`src/rtl/mc_ctrl.sv`:
```
// Multi-cycle MIPS control FSM: fetch/decode/execute/memory/writeback sequencing with a req/ack memory port.
// Optional retired-instruction counter is compiled in with `define MC_CTRL_RETIRE_CNT_EN.
`timescale 1ns/1ps

module mc_ctrl #(
  parameter int RETIRE_W = 32
) (
  input  logic       clk,
  input  logic       rst_n,
  input  logic       run,
  input  logic [5:0] op,
  input  logic       zero,
  input  logic       mem_ack,
  output logic       mem_req,
  output logic       mem_we,
  output logic       iord,
  output logic       ir_we,
  output logic       pc_we,
  output logic [1:0] pc_src,
  output logic       alu_srca,
  output logic [1:0] alu_srcb,
  output logic [1:0] alu_op,
  output logic       reg_we,
  output logic       mem_to_reg,
  output logic       illegal,
  output logic       busy
`ifdef MC_CTRL_RETIRE_CNT_EN
  ,
  output logic [RETIRE_W-1:0] retired
`endif
);

  typedef enum logic [3:0] {
    S_IDLE   = 4'd0,
    S_FETCH  = 4'd1,
    S_DECODE = 4'd2,
    S_MEMADR = 4'd3,
    S_MEMRD  = 4'd4,
    S_MEMWB  = 4'd5,
    S_MEMWR  = 4'd6,
    S_EXEC   = 4'd7,
    S_RWB    = 4'd8,
    S_ADDIEX = 4'd9,
    S_ADDIWB = 4'd10,
    S_BRANCH = 4'd11,
    S_JUMP   = 4'd12,
    S_HALT   = 4'd13
  } state_t;

  localparam logic [5:0] OP_RTYPE = 6'b000000;
  localparam logic [5:0] OP_J     = 6'b000010;
  localparam logic [5:0] OP_BEQ   = 6'b000100;
  localparam logic [5:0] OP_ADDI  = 6'b001000;
  localparam logic [5:0] OP_LW    = 6'b100011;
  localparam logic [5:0] OP_SW    = 6'b101011;

  state_t r_state;
  state_t w_next;
  logic   r_illegal;
  logic   w_op_bad;

  always_comb begin
    w_op_bad = 1'b1;
    case (op)
      OP_RTYPE, OP_J, OP_BEQ, OP_ADDI, OP_LW, OP_SW: w_op_bad = 1'b0;
      default:                                       w_op_bad = 1'b1;
    endcase
  end

  always_ff @(posedge clk or negedge rst_n) begin
    if (!rst_n) begin
      r_state <= S_IDLE;
    end else begin
      r_state <= w_next;
    end
  end

  // Sticky until reset; the opcode is only judged while decoding.
  always_ff @(posedge clk or negedge rst_n) begin
    if (!rst_n) begin
      r_illegal <= 1'b0;
    end else if (r_state == S_DECODE && w_op_bad) begin
      r_illegal <= 1'b1;
    end
  end

  assign illegal = r_illegal;

  always_comb begin
    w_next     = r_state;
    mem_req    = 1'b0;
    mem_we     = 1'b0;
    iord       = 1'b0;
    ir_we      = 1'b0;
    pc_we      = 1'b0;
    pc_src     = 2'b00;
    alu_srca   = 1'b0;
    alu_srcb   = 2'b00;
    alu_op     = 2'b00;
    reg_we     = 1'b0;
    mem_to_reg = 1'b0;
    busy       = (r_state != S_IDLE) && (r_state != S_HALT);
    case (r_state)
      S_IDLE: begin
        if (run) begin
          w_next = S_FETCH;
        end
      end
      S_FETCH: begin
        // ALU computes PC+4 while the instruction is read; both latch on ack.
        mem_req  = 1'b1;
        alu_srcb = 2'b01;
        ir_we    = mem_ack;
        pc_we    = mem_ack;
        if (mem_ack) begin
          w_next = S_DECODE;
        end
      end
      S_DECODE: begin
        alu_srcb = 2'b11;
        case (op)
          OP_LW, OP_SW: w_next = S_MEMADR;
          OP_RTYPE:     w_next = S_EXEC;
          OP_ADDI:      w_next = S_ADDIEX;
          OP_BEQ:       w_next = S_BRANCH;
          OP_J:         w_next = S_JUMP;
          default:      w_next = S_HALT;
        endcase
      end
      S_MEMADR: begin
        alu_srca = 1'b1;
        alu_srcb = 2'b10;
        w_next   = (op == OP_LW) ? S_MEMRD : S_MEMWR;
      end
      S_MEMRD: begin
        mem_req = 1'b1;
        iord    = 1'b1;
        if (mem_ack) begin
          w_next = S_MEMWB;
        end
      end
      S_MEMWB: begin
        reg_we     = 1'b1;
        mem_to_reg = 1'b1;
        w_next     = S_FETCH;
      end
      S_MEMWR: begin
        mem_req = 1'b1;
        mem_we  = 1'b1;
        iord    = 1'b1;
        if (mem_ack) begin
          w_next = S_FETCH;
        end
      end
      S_EXEC: begin
        alu_srca = 1'b1;
        alu_op   = 2'b10;
        w_next   = S_RWB;
      end
      S_RWB: begin
        reg_we = 1'b1;
        w_next = S_FETCH;
      end
      S_ADDIEX: begin
        alu_srca = 1'b1;
        alu_srcb = 2'b10;
        w_next   = S_ADDIWB;
      end
      S_ADDIWB: begin
        reg_we = 1'b1;
        w_next = S_FETCH;
      end
      S_BRANCH: begin
        // Compare A-B; the target was precomputed during decode.
        alu_srca = 1'b1;
        alu_op   = 2'b01;
        pc_src   = 2'b01;
        pc_we    = zero;
        w_next   = S_FETCH;
      end
      S_JUMP: begin
        pc_src = 2'b10;
        pc_we  = 1'b1;
        w_next = S_FETCH;
      end
      S_HALT: begin
        w_next = S_HALT;
      end
      default: begin
        w_next = S_IDLE;
      end
    endcase
  end

`ifdef MC_CTRL_RETIRE_CNT_EN
  logic                w_retire;
  logic [RETIRE_W-1:0] r_retired;

  always_comb begin
    w_retire = 1'b0;
    case (r_state)
      S_MEMWB, S_RWB, S_ADDIWB, S_BRANCH, S_JUMP: w_retire = 1'b1;
      S_MEMWR:                                    w_retire = mem_ack;
      default:                                    w_retire = 1'b0;
    endcase
  end

  always_ff @(posedge clk or negedge rst_n) begin
    if (!rst_n) begin
      r_retired <= '0;
    end else if (w_retire) begin
      r_retired <= r_retired + 1'b1;
    end
  end

  assign retired = r_retired;
`else
  // Counter width only matters when the counter exists.
  if (RETIRE_W < 1) begin : g_retire_w_unused
  end
`endif

endmodule

```
`config.mk`:
```
export PLATFORM = sky130hd
export DESIGN_NAME = mc_ctrl
export DESIGN_NICKNAME = d
export VERILOG_FILES = /design/src/rtl/mc_ctrl.sv
export SDC_FILE = /design/constraint.sdc
export NUM_CORES = 1
export LEC_CHECK = 0
export BUFFER_PORTS_ARGS = -buffer_cell sky130_fd_sc_hd__buf_2
export CORE_AREA = 2 2 39 41
export CTS_BUF_LIST = sky130_fd_sc_hd__clkbuf_4 sky130_fd_sc_hd__clkbuf_8
export CTS_CLUSTER_SIZE = 12
export DETAILED_ROUTE_END_ITERATION = 12
export DIE_AREA = 0 0 41 43
export PLACE_DENSITY = 0.81
export SKIP_CTS_REPAIR_TIMING = 1
export SLEW_MARGIN = 20
export SYNTH_ARGS = -nofsm -noshare
export SYNTH_HDL_FRONTEND = slang
export SYNTH_SLANG_ARGS = --single-unit
```
`constraint.sdc`:
```
create_clock -name clk -period 2.1 [get_ports clk]
set_clock_uncertainty 0.2 [all_clocks]
set_input_delay 0 -clock clk [delete_from_list [all_inputs] [get_ports clk]]
set_output_delay 0 -clock clk [all_outputs]
set_load 0.05 [all_outputs]
```
---- Yosys cells after proc, flatten, opt, wreduce, memory -nomap -nowiden ----
Index checks and enable logic that the tools add are counted.
word-level totals
  output and inout port bits .............. 16
  logic and storage cells ................. 58
  input bits .............................. 11
  register bits after elaboration ......... 5
cells by class
  equal/unequal tests ..................... 23
  muxes and demuxes ....................... 19
  reduce and logical (&&, ||, !) cells .... 14
operators by type and width
  operator                                             number
  one-hot mux 4 bit (10 select lines)                  1
  equality test 4 bit, second input constant           6
  one-hot mux 4 bit (5 select lines)                   1
  equality test 4 x 3 -> 1 bit, second input constant  4
  2-to-1 mux 4 bit                                     4
  equality test 6 bit, second input constant           2
  equality test 4 x 2 -> 1 bit, second input constant  2
  2-to-1 mux 1 bit                                     8
  inequality test 2 bit, second input constant         4
  one-hot mux 2 bit (2 select lines)                   2
  equality test 6 x 2 -> 1 bit, second input constant  1
  equality test 6 x 3 -> 1 bit, second input constant  1
  equality test 6 x 4 -> 1 bit, second input constant  1
  zero test 6 bit                                      1
  one-hot mux 2 bit (3 select lines)                   1
  OR reduction 2 bit                                   3
  OR reduction 3 bit                                   2
  OR reduction 6 bit                                   1
  OR reduction 5 bit                                   1
  equality test 4 x 1 -> 1 bit, second input constant  1
  zero test 4 bit                                      1
  inequality test 4 bit, second input constant         1
  AND reduction 4 bit                                  1
  nonzero test 4 bit                                   1
  4 further kinds                                      5

---- Logic depth before layout (Yosys ltp) ----
Gate-level depths: netlist of the first run.
  word-level depth ........................ 4
  gate-level depth with buffers ........... 5
  mapped depth without buffers ............ 4

---- Worst setup path after synthesis of the first run ----
OpenSTA, ideal clock, no wires.
  path kind ............................... flip-flop to output port
  start point ............................. register r_state[1]
  end point ............................... output port pc_we
  stages on the path, launching flop included .. 5
  required time ........................... 1.900 ns
  data arrival time ....................... 2.357 ns
  buffers on the path ..................... 2
  slack ................................... -0.457 ns
  cell sequence ........................... dfrtp_1 clkbuf_1 clkbuf_1 nor3_1 a211o_1
on the way
  word-level cells in the longest chain between the ends .. 2
  elaborated cells between the ends (all ways) .. 4
  those cells by class .................... 3 x eq/ne; 1 x mux
RTL lines
  what                                                                 line  text
  start: declaration                                                   57    state_t r_state;
  start signal: assignment                                             74    r_state <= w_next;
  equality test 4 bit or equality test 4 x 1 -> 1 bit (tied branches)  103   case (r_state)
  one-hot mux 1 bit (3 select lines) *                                 103
  end: declaration                                                     18    output logic pc_we,
Every way passes the cells marked *; elsewhere a longest branch is shown, timed or not.

---- Worst setup path after layout of the first run ----
  start point ............................. input port op[1]
  end point ............................... register r_state[1]
on the way
  word-level cells in the longest chain between the ends .. 4
  elaborated cells between the ends (all ways) .. 10
  those cells by class .................... 5 x eq/ne; 3 x mux; 2 x reduce/logical
RTL lines
  what                                    line      text
  start: declaration                      11        input logic [5:0] op,
  equality test 6 bit (on tied branches)  121, 133
  OR reduction 2 bit                      121       case (op)
  one-hot mux 4 bit (5 select lines)      121
  one-hot mux 4 bit (10 select lines) *   103
Marked as above.
A chain may end at the register's enable or synchronous reset.

==> flow_summary.ini, run 1 <==
[setup_path]
crit_arrival_ps = 1890
r2r_slack_ps = 310
start_kind = primary input
ff2ff_path_depth = 4
cp_slowest_cell = dlygate4sd3_1
cp.required_ps = 2060
cp-end-kind = flip-flop
r2r-start = r_state[1]
cpPeakStageDelay_ps = 540
reg2reg_to = r_state[3]
cp-startpoint = op[1]
cp_cell_sequence = dlygate4sd3_1 -> buf_2 -> or4_4 -> a2111oi_4 -> a31oi_1 -> o31ai_1
crit_type = in2reg
cp_max_fo = 8

[timing]
timing.final.crit_period_ps = 1929
hold_viol = 0
timing.fmax_ghz = 0.5184
setup_viol = 0
slew_headroom_pct = 69.89
fin_crit_sh_pct = 91.86
slew_violations = 0
worst_pin_slew_ps = 440.2
rsz0062_at_grt = false
setup_tns_ps = 0

[synthesis]
syn_area_sq_um = 603.1
synth_top_family_by_area = simple AND/OR/NAND/NOR gates
synth-edff-count = 0
synth_flop_cell = dfrtp_1
yosys.cell_types.count = 37
synthCells = 82
synth_compound_area_share_pct = 28.84
synth_xor_area_share_pct = 1.452
yosys.area_share.simple_pct = 33.20
avgSynthCellArea_sq_um = 7.355
synth_sequential_area_ratio_pct = 20.75
synth_fa_ha_area_share_pct = 1.660
async_flop_share_pct = 100.0
synth_mux_area_share_pct = 6.846
synth-warning-count = 0
ys_ff_latch = 5
syn_nets = 93

[detailed_routing]
post-route-drc-count = 0
drtPass1Iterations = 4
routed_wl_um = 1699
drt-initial-drc-count = 25
routedWlPerCell_um = 13.27
num_vias = 764
postRouteAntennaNets = 0
viasPerCell = 5.969

[final_layout]
antennaDiodeCount = 0
final_cell_mix = buf_2 (26), nor2_1 (9), nand2_1 (5), dlygate4sd3_1 (5)
drive_gt1_share_pct = 35.71
design_area_sq_um = 828.3
postLayoutCoreUtil_pct = 59.86
nNetsFinal = 124
final_common_cell = buf_2
area_growth_pct = 37.34
n_fill_cell = 126

[status]
outcome = finished clean

[clock_network]
cts_tree = built
clk-insertion-delay-late_ps = 250
clkSinkCount = 5
cts-root-buf = clkbuf_4
htreeDepth = 1
numCtsBuffers = 3
clk_pin_slew_ps = 50
cts_buffer_depth = 2

[grt]
grt_pass1_vias = 640
gr-total-overflow = 0
grt_max_degree = 22
antenna_found_initial = 0
track_usage_pct = 22.26
grt_pass1_wl_um = 2697

[min_path]
worstHoldStart = op[2]
hp-class = in2reg
min_to = r_state[0]
holdPathStages = 5

[power]
p_per_area_nw_per_um2 = 1603
power_uw = 1328
vdd_drop_max_mv = 1.088
p_leak_uw = 0.0003751

[die]
die_h_um = 43
fp.dieW_um = 41
rows = 14
start_util_pct = 43.58
die-area_sq_um = 1763
io_pins = 27
core-area_sq_um = 1384

[place]
portBuffers = 26
place_congestion = 0.8743
hpwl_um = 1189
place_area_sq_um = 747.0

[run]
drv_cap = 0
[flip-flops by register name, indices dropped and copies added, names as in the netlist]
register,count
r_state,4
illegal,1
[worst max-delay path by stage]
stage,to,slack (ps),depth (start not counted)
2_1_floorplan,pc_we,9,4
3_3_place_gp,pc_we,360,4
3_5_place_dp,pc_we,320,4
4_1_cts,pc_we,40,4
5_1_grt,r_state[1],110,6
6_report,r_state[1],170,6
[kinds of logic (layout without fill, tap and decap cells)]
family / Yosys count / after routing
fa+ha+maj: 1 / 1
compound gates: 23 / 23
xor+xnor: 1 / 1
flops: 5 / 5
mux: 4 / 4
buf+inv: 11 / 41
simple gates: 37 / 37
[report_power, final]
| group | switching [uW] | internal, uW |
|---|---|---|
| registers | 82.1 | 133 |
| clock network | 48.1 | 85.3 |
| logic | 696 | 282 |
| total | 827 | 501 |
[routing by layer]
metal  vias up  track usage, %  share of wire, %
met4         0           6.000              0.71
li1        366               -                 -
met5         -               0                 0
met1       364           28.25                43
met3         4           7.853               6.8
met2        30           34.38                50
[stage by stage]
| step | cells | hold WS (ps) | worst slack [ps] |
|---|---|---|---|
| floorplan | 82 | -495.6 | 8.840 |
| global placement | 119 | -381.3 | 359.1 |
| detailed placement | 119 | -379.7 | 323.5 |
| CTS | 123 | -655.9 | 40.57 |
| global route | 128 | 54.90 | 111.9 |
| finish | 128 | 1.852 | 170.9 |
[worst max-delay path: cells and delay by family]
family,cells,cell delay (ps)
simple gates,1,530
compound gates,3,660
buf+inv,2,700
[Yosys cell counts, drive strengths merged (3+ instances only)]
| cell | instances | area share (%) |
|---|---|---|
| mux2i | 3 | 5.0 |
| a21oi | 3 | 2.5 |
| nand2b | 3 | 3.1 |
| nand2 | 5 | 3.1 |
| nor2 | 10 | 6.2 |
| nor4 | 3 | 3.1 |
| inv | 4 | 2.5 |
| o21ai | 5 | 4.1 |
| buf | 3 | 2.3 |
| dfrtp | 5 | 21 |
| clkbuf | 4 | 2.5 |
[area by class of cell]
class | count | area, sq um | share of cell area [%]
Inverter | 4 | 15.01 | 1.813
Clock buffer | 4 | 30.03 | 3.625
Timing Repair Buffer | 33 | 195.2 | 23.56
Multi-Input combinational cell | 66 | 441.7 | 53.32
Sequential cell | 5 | 126.4 | 15.26
Tap cell | 16 | 20.02 | 2.417
(Power assumes the default switching activity.)
==> run 2: changes to the inputs <==
- PLACE_DENSITY: 0.81 -> 0.77
==> run 2 against run 1 <==
Compared with the run above:
- the flow now finishes with violations (hold timing)
- sequential share of layout area increased by 0.19 points
- critical path type is now reg2out
- clock power decreased by 5%
- utilization decreased by 0.72 points
- critical path depth decreased by 1
- combinational power about the same
- non-clock buffer count decreased by 1
==> flow_summary.ini, run 2 (synthesis results as in run 1) <==
[clock_network]
clkSinkCount = 5
cts_buffer_depth = 2
cts-root-buf = clkbuf_4
cts_tree = built
numCtsBuffers = 3
clk_pin_slew_ps = 50
htreeDepth = 1
clk-insertion-delay-late_ps = 240

[timing]
setup_viol = 0
slew_headroom_pct = 72.08
timing.final.crit_period_ps = 1832
worst_pin_slew_ps = 408.3
timing.fmax_ghz = 0.5459
fin_crit_sh_pct = 87.22
hold_viol = 1
whs_ps = -22.81
slew_violations = 0
rsz0062_at_grt = false
setup_tns_ps = 0

[setup_path]
crit_type = reg2out
cp-end-kind = primary output
cp_max_fo = 16
start_kind = flip-flop
crit_arrival_ps = 1630
cp.required_ps = 1900

[status]
violations = hold timing
outcome = finished with violations

[final_layout]
multi_input_area_sq_um = 441.7
seqCellArea_sq_um = 126.4
design_area_sq_um = 818.3
largest_register_ffs = 4
postLayoutCoreUtil_pct = 59.13
regMostFlops = r_state
final_cell_mix = buf_2 (26), nor2_1 (9), nand2_1 (5)
nNetsFinal = 123
antennaDiodeCount = 0
n_fill_cell = 124
final_common_cell = buf_2
drive_gt1_share_pct = 36.04
area_growth_pct = 35.68

[detailed_routing]
post-route-drc-count = 0
routedWlPerCell_um = 12.13
postRouteAntennaNets = 0
viasPerCell = 5.622
drt-initial-drc-count = 8
drtPass1Iterations = 4
routed_wl_um = 1541
num_vias = 714

[die]
io_pins = 27
start_util_pct = 43.58
die_h_um = 43
die-area_sq_um = 1763
fp.dieW_um = 41
rows = 14
core-area_sq_um = 1384

[power]
power_uw = 1305
p_per_area_nw_per_um2 = 1594
vdd_drop_max_mv = 1.076
p_leak_uw = 0.0003709

[grt]
gr-total-overflow = 0
grt_pass1_wl_um = 2649
grt_pass1_vias = 617
grt_max_degree = 22
track_usage_pct = 21.03
antenna_found_initial = 0

[min_path]
hp-class = in2reg

[place]
hpwl_um = 1128
place_congestion = 0.8331
place_area_sq_um = 747.0
portBuffers = 26

[run]
drv_cap = 0
run 2: changes by cell type in the layout (fill, tap and decap cells not counted):
cell           delta
dlygate4sd3_1     -1
run 2: metrics by stage:
stage / cells / setup WS (ps) / hold slack (ps)
6_report: 127 / 268.3 / -22.81
5_1_grt: 127 / 158.2 / 30.93
4_1_cts: 123 / 92.13 / -638.7
3_5_place_dp: 119 / 355.2 / -377.9
3_3_place_gp: 119 / 362.3 / -381.7
2_1_floorplan: 82 / 8.840 / -495.6
run 2: power by group:
| part | internal [uW] | switching, uW | leakage, uW |
|---|---|---|---|
| registers | 133 | 66.9 | 0.0000574 |
| logic | 282 | 695 | 0.000295 |
| clock network | 84.9 | 42.6 | 0.0000184 |
run 2: path summary, 6_finish.rpt:
path                               to  cells after the start  slack, ps        from
max in group asynchronous  r_state[3]                      3       1010       rst_n
max reg2reg                r_state[3]                      4        460  r_state[0]
max                           mem_req                      5        270  r_state[1]
min reg2reg                   illegal                      1        260     illegal
min                        r_state[0]                      4        -20       op[1]
min in group asynchronous  r_state[1]                      3        470       rst_n
run 2: area by class of cell:
cell class	count	share of cell area [%]
Tap cell	16	2.446
Inverter	4	1.835
Multi-Input combinational cell	66	53.98
Clock buffer	4	3.670
Timing Repair Buffer	32	22.63
Sequential cell	5	15.44
run 2: per-layer routing:
layer  wire length, um  vias to the layer above  GRT usage [%]  part of all wire (%)
met5                 0                        -              0                     0
met4                 0                        0          3.333                     0
met3                90                        0          6.806                   5.8
met2               737                       20          31.56                    48
met1               713                      331          29.13                    46
li1                  -                      363              -                     -
run 2: worst max-delay path, stage by stage, from the launching register on:
cell and delay (ps):
dfrtp_1 370, buf_4 190, nand2b_1 200, mux2_2 280, nor2_1 70, buf_2 260
